`src/rtl/blossom_pkg.sv`:
```
// Shared widths, FSM encodings and LFSR helpers for the blossom sprite scheduler.
package blossom_pkg;

  localparam int COORD_W    = 10;
  localparam int CELL_SHIFT = 5;
  localparam int TIMER_W    = 5;

  typedef logic [1:0] state_t;
  localparam state_t ST_IDLE   = 2'd0;
  localparam state_t ST_UPDATE = 2'd1;
  localparam state_t ST_DONE   = 2'd2;

  // Galois taps for x^16 + x^14 + x^13 + x^11 + 1, right-shifting form
  localparam logic [15:0] LFSR_TAPS         = 16'hB400;
  localparam logic [15:0] LFSR_SEED_DEFAULT = 16'hACE1;

  function automatic logic [15:0] lfsr_next(input logic [15:0] s);
    return (s >> 1) ^ (s[0] ? LFSR_TAPS : 16'h0000);
  endfunction

endpackage

```
`src/rtl/blossom_lfsr.sv`:
```
// 16-bit Galois LFSR that advances only when step is high; exposes the low bits used for placement.
module blossom_lfsr
  import blossom_pkg::*;
#(
  parameter logic [15:0] SEED = LFSR_SEED_DEFAULT
) (
  input  logic       clk,
  input  logic       rst_n,
  input  logic       step,
  output logic [4:0] rnd
);

  logic [15:0] state;

  always_ff @(posedge clk or negedge rst_n) begin
    if (!rst_n)    state <= SEED;
    else if (step) state <= lfsr_next(state);
  end

  assign rnd = state[4:0];

endmodule

```
`src/rtl/blossom_scheduler.sv`:
```
// Once-per-frame sequential pass over the blossom slots: click hits, falling, despawn and timed respawn.
//   state  | meaning
//   IDLE   | waiting for frame_start; click edges accumulate in click_pending
//   UPDATE | one slot per cycle (slot idx), LFSR steps every cycle
//   DONE   | single cycle after the last slot, then back to IDLE
module blossom_scheduler
  import blossom_pkg::*;
#(
  parameter int          N_SLOTS   = 8,
  parameter int          X_LEFT    = 300,
  parameter int          Y_TOP     = 240,
  parameter int          Y_BOTTOM  = 480,
  parameter int          SPEED     = 1,
  parameter logic [15:0] LFSR_SEED = LFSR_SEED_DEFAULT
) (
  input  logic                         clk,
  input  logic                         rst_n,
  input  logic                         frame_start,
  input  logic                         click,
  input  logic [3:0]                   mouse_x,
  input  logic [3:0]                   mouse_y,
  output logic [COORD_W*N_SLOTS-1:0]   blossom_x,
  output logic [COORD_W*N_SLOTS-1:0]   blossom_y,
  output logic [N_SLOTS-1:0]           active,
  output logic                         busy,
  output logic [7:0]                   hit_count
);

  localparam int IDX_W = (N_SLOTS > 1) ? $clog2(N_SLOTS) : 1;

  localparam logic [COORD_W-1:0] X_L   = COORD_W'(X_LEFT);
  localparam logic [COORD_W-1:0] Y_T   = COORD_W'(Y_TOP);
  localparam logic [COORD_W-1:0] SPD   = COORD_W'(SPEED);
  localparam logic [COORD_W:0]   SPD_W = (COORD_W+1)'(SPEED);
  localparam logic [COORD_W:0]   Y_B_W = (COORD_W+1)'(Y_BOTTOM);

  state_t             state;
  logic [IDX_W-1:0]   idx;
  logic               busy_q;
  logic [2:0]         click_sync;
  logic               click_edge;
  logic               click_pending;
  logic               click_frame;
  logic [3:0]         mouse_x_l;
  logic [3:0]         mouse_y_l;
  logic [7:0]         hit_q;
  logic [4:0]         rnd;

  logic [COORD_W-1:0] x_q [N_SLOTS];
  logic [COORD_W-1:0] y_q [N_SLOTS];
  logic [TIMER_W-1:0] t_q [N_SLOTS];
  logic [N_SLOTS-1:0] act_q;

  logic [N_SLOTS-1:0] slot_hit;
  logic [N_SLOTS-1:0] slot_fall_done;
  logic               cur_hit;
  logic [TIMER_W-1:0] respawn_t;
  logic               updating;

  blossom_lfsr #(.SEED(LFSR_SEED)) u_lfsr (
    .clk   (clk),
    .rst_n (rst_n),
    .step  (updating),
    .rnd   (rnd)
  );

  assign updating   = (state == ST_UPDATE);
  assign click_edge = click_sync[1] & ~click_sync[2];
  assign respawn_t  = TIMER_W'(rnd[3:0]) + TIMER_W'(1);

  always_ff @(posedge clk or negedge rst_n) begin
    if (!rst_n) click_sync <= '0;
    else        click_sync <= {click_sync[1:0], click};
  end

  // Bit 9 set means off the 16x16 cell grid, so such a slot can never be hit.
  always_comb begin
    slot_hit       = '0;
    slot_fall_done = '0;
    for (int i = 0; i < N_SLOTS; i++) begin
      slot_hit[i] = act_q[i] & click_frame &
                    ~x_q[i][COORD_W-1] & ~y_q[i][COORD_W-1] &
                    (x_q[i][CELL_SHIFT +: 4] == mouse_x_l) &
                    (y_q[i][CELL_SHIFT +: 4] == mouse_y_l);
      slot_fall_done[i] = ({1'b0, y_q[i]} + SPD_W) >= Y_B_W;
    end
  end

  assign cur_hit = slot_hit[idx];

  always_ff @(posedge clk or negedge rst_n) begin
    if (!rst_n) begin
      state         <= ST_IDLE;
      idx           <= '0;
      busy_q        <= 1'b0;
      click_pending <= 1'b0;
      click_frame   <= 1'b0;
      mouse_x_l     <= '0;
      mouse_y_l     <= '0;
    end else begin
      if (state == ST_IDLE && frame_start) click_pending <= click_edge;
      else if (click_edge)                 click_pending <= 1'b1;

      case (state)
        ST_IDLE: begin
          if (frame_start) begin
            click_frame <= click_pending;
            mouse_x_l   <= mouse_x;
            mouse_y_l   <= mouse_y;
            idx         <= '0;
            busy_q      <= 1'b1;
            state       <= ST_UPDATE;
          end
        end
        ST_UPDATE: begin
          if (idx == IDX_W'(N_SLOTS - 1)) state <= ST_DONE;
          else                            idx   <= idx + 1'b1;
        end
        ST_DONE: begin
          busy_q <= 1'b0;
          state  <= ST_IDLE;
        end
        default: begin
          busy_q <= 1'b0;
          state  <= ST_IDLE;
        end
      endcase
    end
  end

  always_ff @(posedge clk or negedge rst_n) begin
    if (!rst_n)                                  hit_q <= '0;
    else if (updating && cur_hit && hit_q != 8'hFF) hit_q <= hit_q + 8'd1;
  end

  always_ff @(posedge clk or negedge rst_n) begin
    if (!rst_n) begin
      act_q <= '0;
      for (int i = 0; i < N_SLOTS; i++) begin
        x_q[i] <= X_L + COORD_W'(4 * i);
        y_q[i] <= Y_T;
        t_q[i] <= TIMER_W'(i + 1);
      end
    end else if (updating) begin
      for (int i = 0; i < N_SLOTS; i++) begin
        if (idx == IDX_W'(i)) begin
          if (slot_hit[i]) begin
            act_q[i] <= 1'b0;
            t_q[i]   <= respawn_t;
          end else if (act_q[i]) begin
            if (slot_fall_done[i]) begin
              act_q[i] <= 1'b0;
              y_q[i]   <= Y_T;
              t_q[i]   <= respawn_t;
            end else begin
              y_q[i] <= y_q[i] + SPD;
            end
          end else if (t_q[i] > TIMER_W'(1)) begin
            t_q[i] <= t_q[i] - TIMER_W'(1);
          end else if (t_q[i] == TIMER_W'(1)) begin
            act_q[i] <= 1'b1;
            y_q[i]   <= Y_T;
            x_q[i]   <= X_L + COORD_W'(rnd);
            t_q[i]   <= '0;
          end
        end
      end
    end
  end

  for (genvar g = 0; g < N_SLOTS; g++) begin : g_pack
    assign blossom_x[COORD_W*g +: COORD_W] = x_q[g];
    assign blossom_y[COORD_W*g +: COORD_W] = y_q[g];
  end

  assign active    = act_q;
  assign busy      = busy_q;
  assign hit_count = hit_q;

endmodule

```
`config.mk`:
```
export PLATFORM = sky130hd
export DESIGN_NAME = blossom_scheduler
export DESIGN_NICKNAME = d
export VERILOG_FILES = /design/src/rtl/blossom_pkg.sv /design/src/rtl/blossom_lfsr.sv /design/src/rtl/blossom_scheduler.sv
export SDC_FILE = /design/constraint.sdc
export NUM_CORES = 1
export LEC_CHECK = 0
export CORE_MARGIN = 2
export CORE_UTILIZATION = 44
export CTS_BUF_LIST = sky130_fd_sc_hd__clkbuf_8
export DETAILED_ROUTE_END_ITERATION = 8
export DONT_BUFFER_PORTS = 1
export PLACE_DENSITY = 0.66
export SYNTH_ARGS = -nofsm -noshare
export SYNTH_HDL_FRONTEND = slang
export SYNTH_SLANG_ARGS = --single-unit
```
`constraint.sdc`:
```
create_clock -name clk -period 4.21 [get_ports clk]
set_input_delay 0.842 -clock clk [delete_from_list [all_inputs] [get_ports clk]]
set_output_delay 0.842 -clock clk [all_outputs]
set_load 0.005 [all_outputs]
```
Yosys cells after proc, flatten, opt, wreduce, memory -nomap -nowiden:

Index checks and enable logic that the tools add are counted.

* register bits after elaboration: 251
* latch bits: 0
* memory bits (writable): 0
* memory bits (read-only): 0
* input port bits: 12
* output and inout bits: 177
* memories kept: 0

* $add $sub $neg: 28
* $mul: 0
* div/mod/pow operators: 0
* $lt $le $gt $ge: 17
* equal/unequal tests: 52
* shift operators: 0
* muxes and demuxes: 125
* bitwise gates (word level): 84
* reductions and logical operators: 59

Operator list (number)
* $mux 10: 32
* $mux 5: 40
* $add 10x1->11 const B: 8
* $ge 11x9->1 const B: 8
* $add 10x1->10 const B: 8
* $eq 4x4->1: 16
* $reduce_and 6->1: 8
* $mux 1: 44
* $not 1->1: 42
* $and 1x1->1: 41
* $eq 5x1->1 const B: 8
* $gt 5x1->1 const B: 8
* $reduce_and 5->1: 8
* $sub 5x1->5 const B: 8
* $reduce_and 4->1: 8
* $reduce_bool 4->1: 8
* $ne 3x1->1 const B: 8
* $reduce_and 2->1: 11
* $ne 2x2->1 const B: 10
* $reduce_bool 2->1: 10
* $mux 16: 1
* $xor 15x16->16: 1
* $eq 3x3->1 const B: 4
* $add 9x5->10 const A: 1
* other kinds (19): 24

Longest topological paths before layout:

* depth in word-level cells: 9
* depth in mapped cells: 10

Hierarchy:

Synthesis repeated with hierarchy kept, for this count alone.

* cells, all modules: 1456
* area, all modules: 13614.3 sq um

Modules (own cells, without submodules)
* blossom_scheduler: instances 1, cells each 1411, area an instance 12921.1 sq um
* blossom_lfsr: instances 1, cells each 45, area an instance 693.2 sq um

Worst setup path after synthesis:

OpenSTA, ideal clock, no wires.

* path type: reg2reg
* start point: reg y_q (netlist bit blossom_y[75])
* end point: reg t_q[0] in the netlist's numbering
* library setup time: 125 ps
* arrival: 2115 ps
* data required time: 4085 ps
* setup slack: 1971 ps
* cell stages (with the launch flop): 9
* cell sequence: dfstp_2 -> buf_2 -> and4b_1 -> a31oi_1 -> o22ai_1 -> o311ai_2 -> o211ai_2 -> nand3_1 -> mux2_2

* cells in the longest elaborated chain, start to end: 4
* elaborated cells between the ends (all ways): 8
* those cells by class: 1 x add/sub; 1 x order compare; 2 x eq/ne; 1 x mux; 1 x bitwise; 2 x reduce/logical

Ends and longest elaborated chain
* start, declared: RTL line blossom_scheduler.sv:50 `logic [COORD_W-1:0] y_q [N_SLOTS];`
* start signal, assigned by index: RTL line blossom_scheduler.sv:156 `y_q[i] <= y_q[i] + SPD;`
* $add 10x1->11 / $eq 4x4->1 (equally long branches): RTL line blossom_scheduler.sv:85, blossom_scheduler.sv:84
* $ge 11x9->1 / $and 1x1->1 (equally long branches): RTL line blossom_scheduler.sv:85, blossom_scheduler.sv:83
* $ne 3x1->1 (no source line) / $reduce_bool 4->1 (equally long branches)
* $reduce_and 4->1 (no source line)
* end signal, assigned by index: RTL line blossom_scheduler.sv:142 `t_q[i] <= TIMER_W'(i + 1);`
* end signal, assigned by index: RTL line blossom_scheduler.sv:149 `t_q[i] <= respawn_t;`
* end signal, assigned by index: RTL line blossom_scheduler.sv:154 `t_q[i] <= respawn_t;`
* end, declared: RTL line blossom_scheduler.sv:51 `logic [TIMER_W-1:0] t_q [N_SLOTS];`

Several ways; a longest one is shown, not always the timed one.
A chain may end at the register's enable or synchronous reset.

Final worst setup path:

* start point: reg mouse_x_l[0]
* end point: reg y_q (netlist bit blossom_y[8])

* cells in the longest elaborated chain, start to end: 5

Ends and longest elaborated chain
* start, declared: RTL line blossom_scheduler.sv:44 `logic [3:0] mouse_x_l;`
* start signal, assigned: RTL line blossom_scheduler.sv:108 `mouse_x_l <= mouse_x;`
* $eq 4x4->1: RTL line blossom_scheduler.sv:83 `(x_q[i][CELL_SHIFT +: 4] == mouse_x_l) &`
* $and 1x1->1: RTL line blossom_scheduler.sv:82 `~x_q[i][COORD_W-1] & ~y_q[i][COORD_W-1] &`
* $and 1x1->1: RTL line blossom_scheduler.sv:83
* $not 1->1 (no source line)
* $reduce_and 5->1 (no source line)

Every way passes these cells.

==> results.py <==
metrics = {
    "synthesis": {
        "synth_area_mm2": 0.0128,
        "synth.distinct_cells": 82,
        "synthCells": 1397,
        "synth_ff_type": "dfrtp_1",
        "synth_edf_count": 0,
        "ys_seq_elements": 227,
        "yosysSeqAreaShare": 0.450,
        "synthArstFlopShare": 1.00,
        "synth_warnings": 0,
        "avgSynthCellArea_um2": 9.18,
    },
    "floorplan": {
        "start_util": 0.447,
        "dieHeight_um": 175,
        "core_mm2": 0.0287,
        "die-width_um": 175,
        "rows": 62,
        "io_pins": 189,
        "die_area_mm2": 0.0305,
    },
    "layout": {
        "fin_nets": 1428,
        "multi_input_area_mm2": 0.00645,
        "final_core_util": 0.483,
        "syn2layout_area_growth_pct": 8.17,
        "seq_area_mm2": 0.00577,
        "fill_cells": 2779,
        "final_cells": 1800,
        "drive_gt1_frac": 0.138,
    },
    "sta": {
        "setup_slack_ns": 1.55,
        "setup_viol": 0,
        "drv_slew": 0,
        "max_slew.worst_pin.slew_ns": 0.916,
        "relSlewSlack": 0.387,
        "period_share": 0.632,
        "rsz0062_at_grt": "no",
        "tns_ns": 0,
        "timing.fmax_mhz": 376,
        "min_period_ns": 2.66,
        "hold_violations": 0,
        "clock_skew_ns": 0.0288,
    },
    "route": {
        "vias": 10500,
        "ant_nets": 0,
        "wire_per_inst_um": 19.1,
        "first_pass_iters": 5,
        "vias_per_cell": 5.85,
        "initialDrtViolationCount": 775,
        "drc": 0,
        "routed_wl_um": 34400,
    },
    "place": {
        "hpwl_um": 23100,
        "numPortBuffers": 0,
        "place_congestion": 0.858,
        "dp_worst_setup_slack_ns": 1.56,
        "place_inst": 1720,
    },
    "global_routing": {
        "antenna_found_initial": 4,
        "grt_overflow": 0,
        "grt_usage": 0.217,
        "grt_max_degree": 228,
        "grt_pass1_wl_um": 53500,
        "grt_pass1_vias": 9768,
    },
    "worst_setup_path": {
        "reg2reg_slack_ns": 1.55,
        "crit_path_end_kind": "flop",
        "critPathArrivalTime_ns": 3.09,
        "critPathMaxFanout": 14,
        "critPathKind": "flop to flop",
        "required_ns": 4.64,
        "startpoint_type": "flop",
    },
    "flow_run": {
        "cap_violations": 0,
    },
    "power_and_ir_drop": {
        "power_density_mw_per_mm2": 494,
        "p_leak_nw": 5.89,
        "ir_worst_vdd_mv": 0.236,
    },
    "clock_network": {
        "numClockSinks": 227,
        "clock_tree.root_cell": "clkbuf_8",
        "max-clock-path-buffers": 3,
        "cts_tree": "done",
        "clkTransAtPathRegs_ns": 0.07,
        "cts_htree_levels": 2,
        "cts_buffers": 41,
        "clkLatencyLatePin_ns": 0.56,
    },
    "run_status": {
        "outcome": "finished, final reports clean",
    },
    "worst_hold_path": {
        "min_path_type": "input port to async pin",
    },
}
layer usage:
layer,track usage,vias up,wire (um)
met1,0.293,5164,14800
met5,0,-,9
met3,0.0694,71,3310
li1,-,4934,-
met4,0.0868,2,1140
met2,0.325,360,15100
metrics by stage:
stage | cell area, um^2 | power (W) | hold slack (ns)
floorplan | 12900 | 0.00427 | 0.331
CTS | 13800 | 0.00685 | -0.0309
detailed placement | 12900 | 0.00463 | 0.342
global placement | 12900 | 0.00458 | 0.334
finish | 13900 | 0.00685 | 0.141
global route | 13900 | 0.00725 | 0.115
synth_stat cells (11+ instances only):
cell / number / area [um^2]
a21o_1: 15 / 113
a31oi_1: 21 / 131
or3_1: 12 / 75.1
and2_1: 16 / 100
dfstp_2: 73 / 1920
nand3_1: 62 / 310
nand4_1: 21 / 131
xor2_1: 30 / 263
xnor2_1: 36 / 315
o21a_1: 11 / 82.6
mux2_2: 31 / 349
ha_1: 35 / 438
buf_4: 25 / 188
inv_1: 54 / 203
nand2_1: 166 / 623
nor3_1: 35 / 175
mux2i_1: 14 / 140
and3_1: 19 / 119
dfrtp_1: 154 / 3850
buf_2: 19 / 95.1
nor2_1: 104 / 390
o21ai_0: 133 / 666
nand2b_1: 12 / 75.1
o22ai_1: 11 / 68.8
clkbuf_1: 34 / 128
a21oi_1: 72 / 360
nor4_1: 24 / 150
power breakdown:
| group | switching [W] | internal [W] |
|---|---|---|
| Combinational | 0.000858 | 0.000646 |
| Sequential | 0.000613 | 0.00253 |
| Clock | 0.000943 | 0.00125 |
| Total | 0.00241 | 0.00443 |
critical path: stages, from the launching register on:
cell and delay, ns:
dfrtp_1 0.79, xor2_1 0.14, nor4_1 0.30, nand3_1 0.28, and4_1 0.31, nand2b_1 0.35
o21ai_0 0.17, a21o_1 0.21
worst paths after layout:
| check | startpoint | to | cells after the start |
|---|---|---|---|
| max | mouse_x_l[0]$_DFFE_PN0P_ | blossom_y[8]$_DFFE_PN0P_ | 7 |
| min | rst_n | blossom_y[74]$_DFFE_PN1P_ | 0 |
| max reg2reg | mouse_x_l[0]$_DFFE_PN0P_ | blossom_y[8]$_DFFE_PN0P_ | 7 |
| min reg2reg | click_sync[0]$_DFF_PN0_ | click_sync[1]$_DFF_PN0_ | 0 |
| max in group asynchronous | rst_n | hit_count[1]$_DFFE_PN0P_ | 1 |
| min in group clk | click | click_sync[0]$_DFF_PN0_ | 0 |
sequential cells by signal, summed over array words and instances, names as in the netlist, 2 cells and up:
register,flops
t_q,40
idx,3
u_lfsr.state,16
blossom_y,80
click_sync,3
mouse_x_l,4
blossom_x,56
hit_count,8
state,2
mouse_y_l,4
active,8
placed cells by master, fill, tap and decap left out, types with 11 or more instances in the layout:
| master | count |
|---|---|
| a31oi_1 | 21 |
| nand2b_1 | 12 |
| mux2i_1 | 14 |
| mux2_2 | 31 |
| o21a_1 | 11 |
| clkbuf_8 | 53 |
| a21oi_1 | 72 |
| dfrtp_1 | 154 |
| nand3_1 | 62 |
| nand4_1 | 21 |
| a21o_1 | 15 |
| o22ai_1 | 11 |
| xor2_1 | 30 |
| and2_1 | 16 |
| inv_1 | 68 |
| xnor2_1 | 36 |
| conb_1 | 24 |
| nor3_1 | 35 |
| nor4_1 | 24 |
| or3_1 | 12 |
| and3_1 | 19 |
| nand2_1 | 166 |
| dfstp_2 | 73 |
| o21ai_0 | 133 |
| nor2_1 | 104 |
| ha_1 | 35 |
logic make-up (layout without fill, tap and decap cells):
kind of cell               count (synthesis)  after routing  share of synthesized area
buffers and inverters                    141            135                     0.0535
other                                      2             27                   0.000586
and+or+nand+nor                          526            526                      0.202
adders and majority gates                 35             35                     0.0342
muxes                                     47             47                     0.0399
DFF                                      227            227                      0.450
AOI/OAI and AO/OA                        353            353                      0.174
xor gates and xnor gates                  66             66                     0.0451
area by class of cell:
class                   count  area share
clock inverters            22      0.0106
clock buffers              53      0.0526
multi-input cells        1051       0.465
flip-flops and latches    227       0.416
diodes                      3    0.000541
well taps                 384      0.0346
inverters                  54      0.0146
repair buffers              6     0.00559
what timing repair did:
item,in CTS,in global routing
resized for setup,0,0
buffers inserted,0,0
endpoints found under the setup margin,0,0
hold endpoints to repair,150,125
Power figures use the tool's default switching activity.
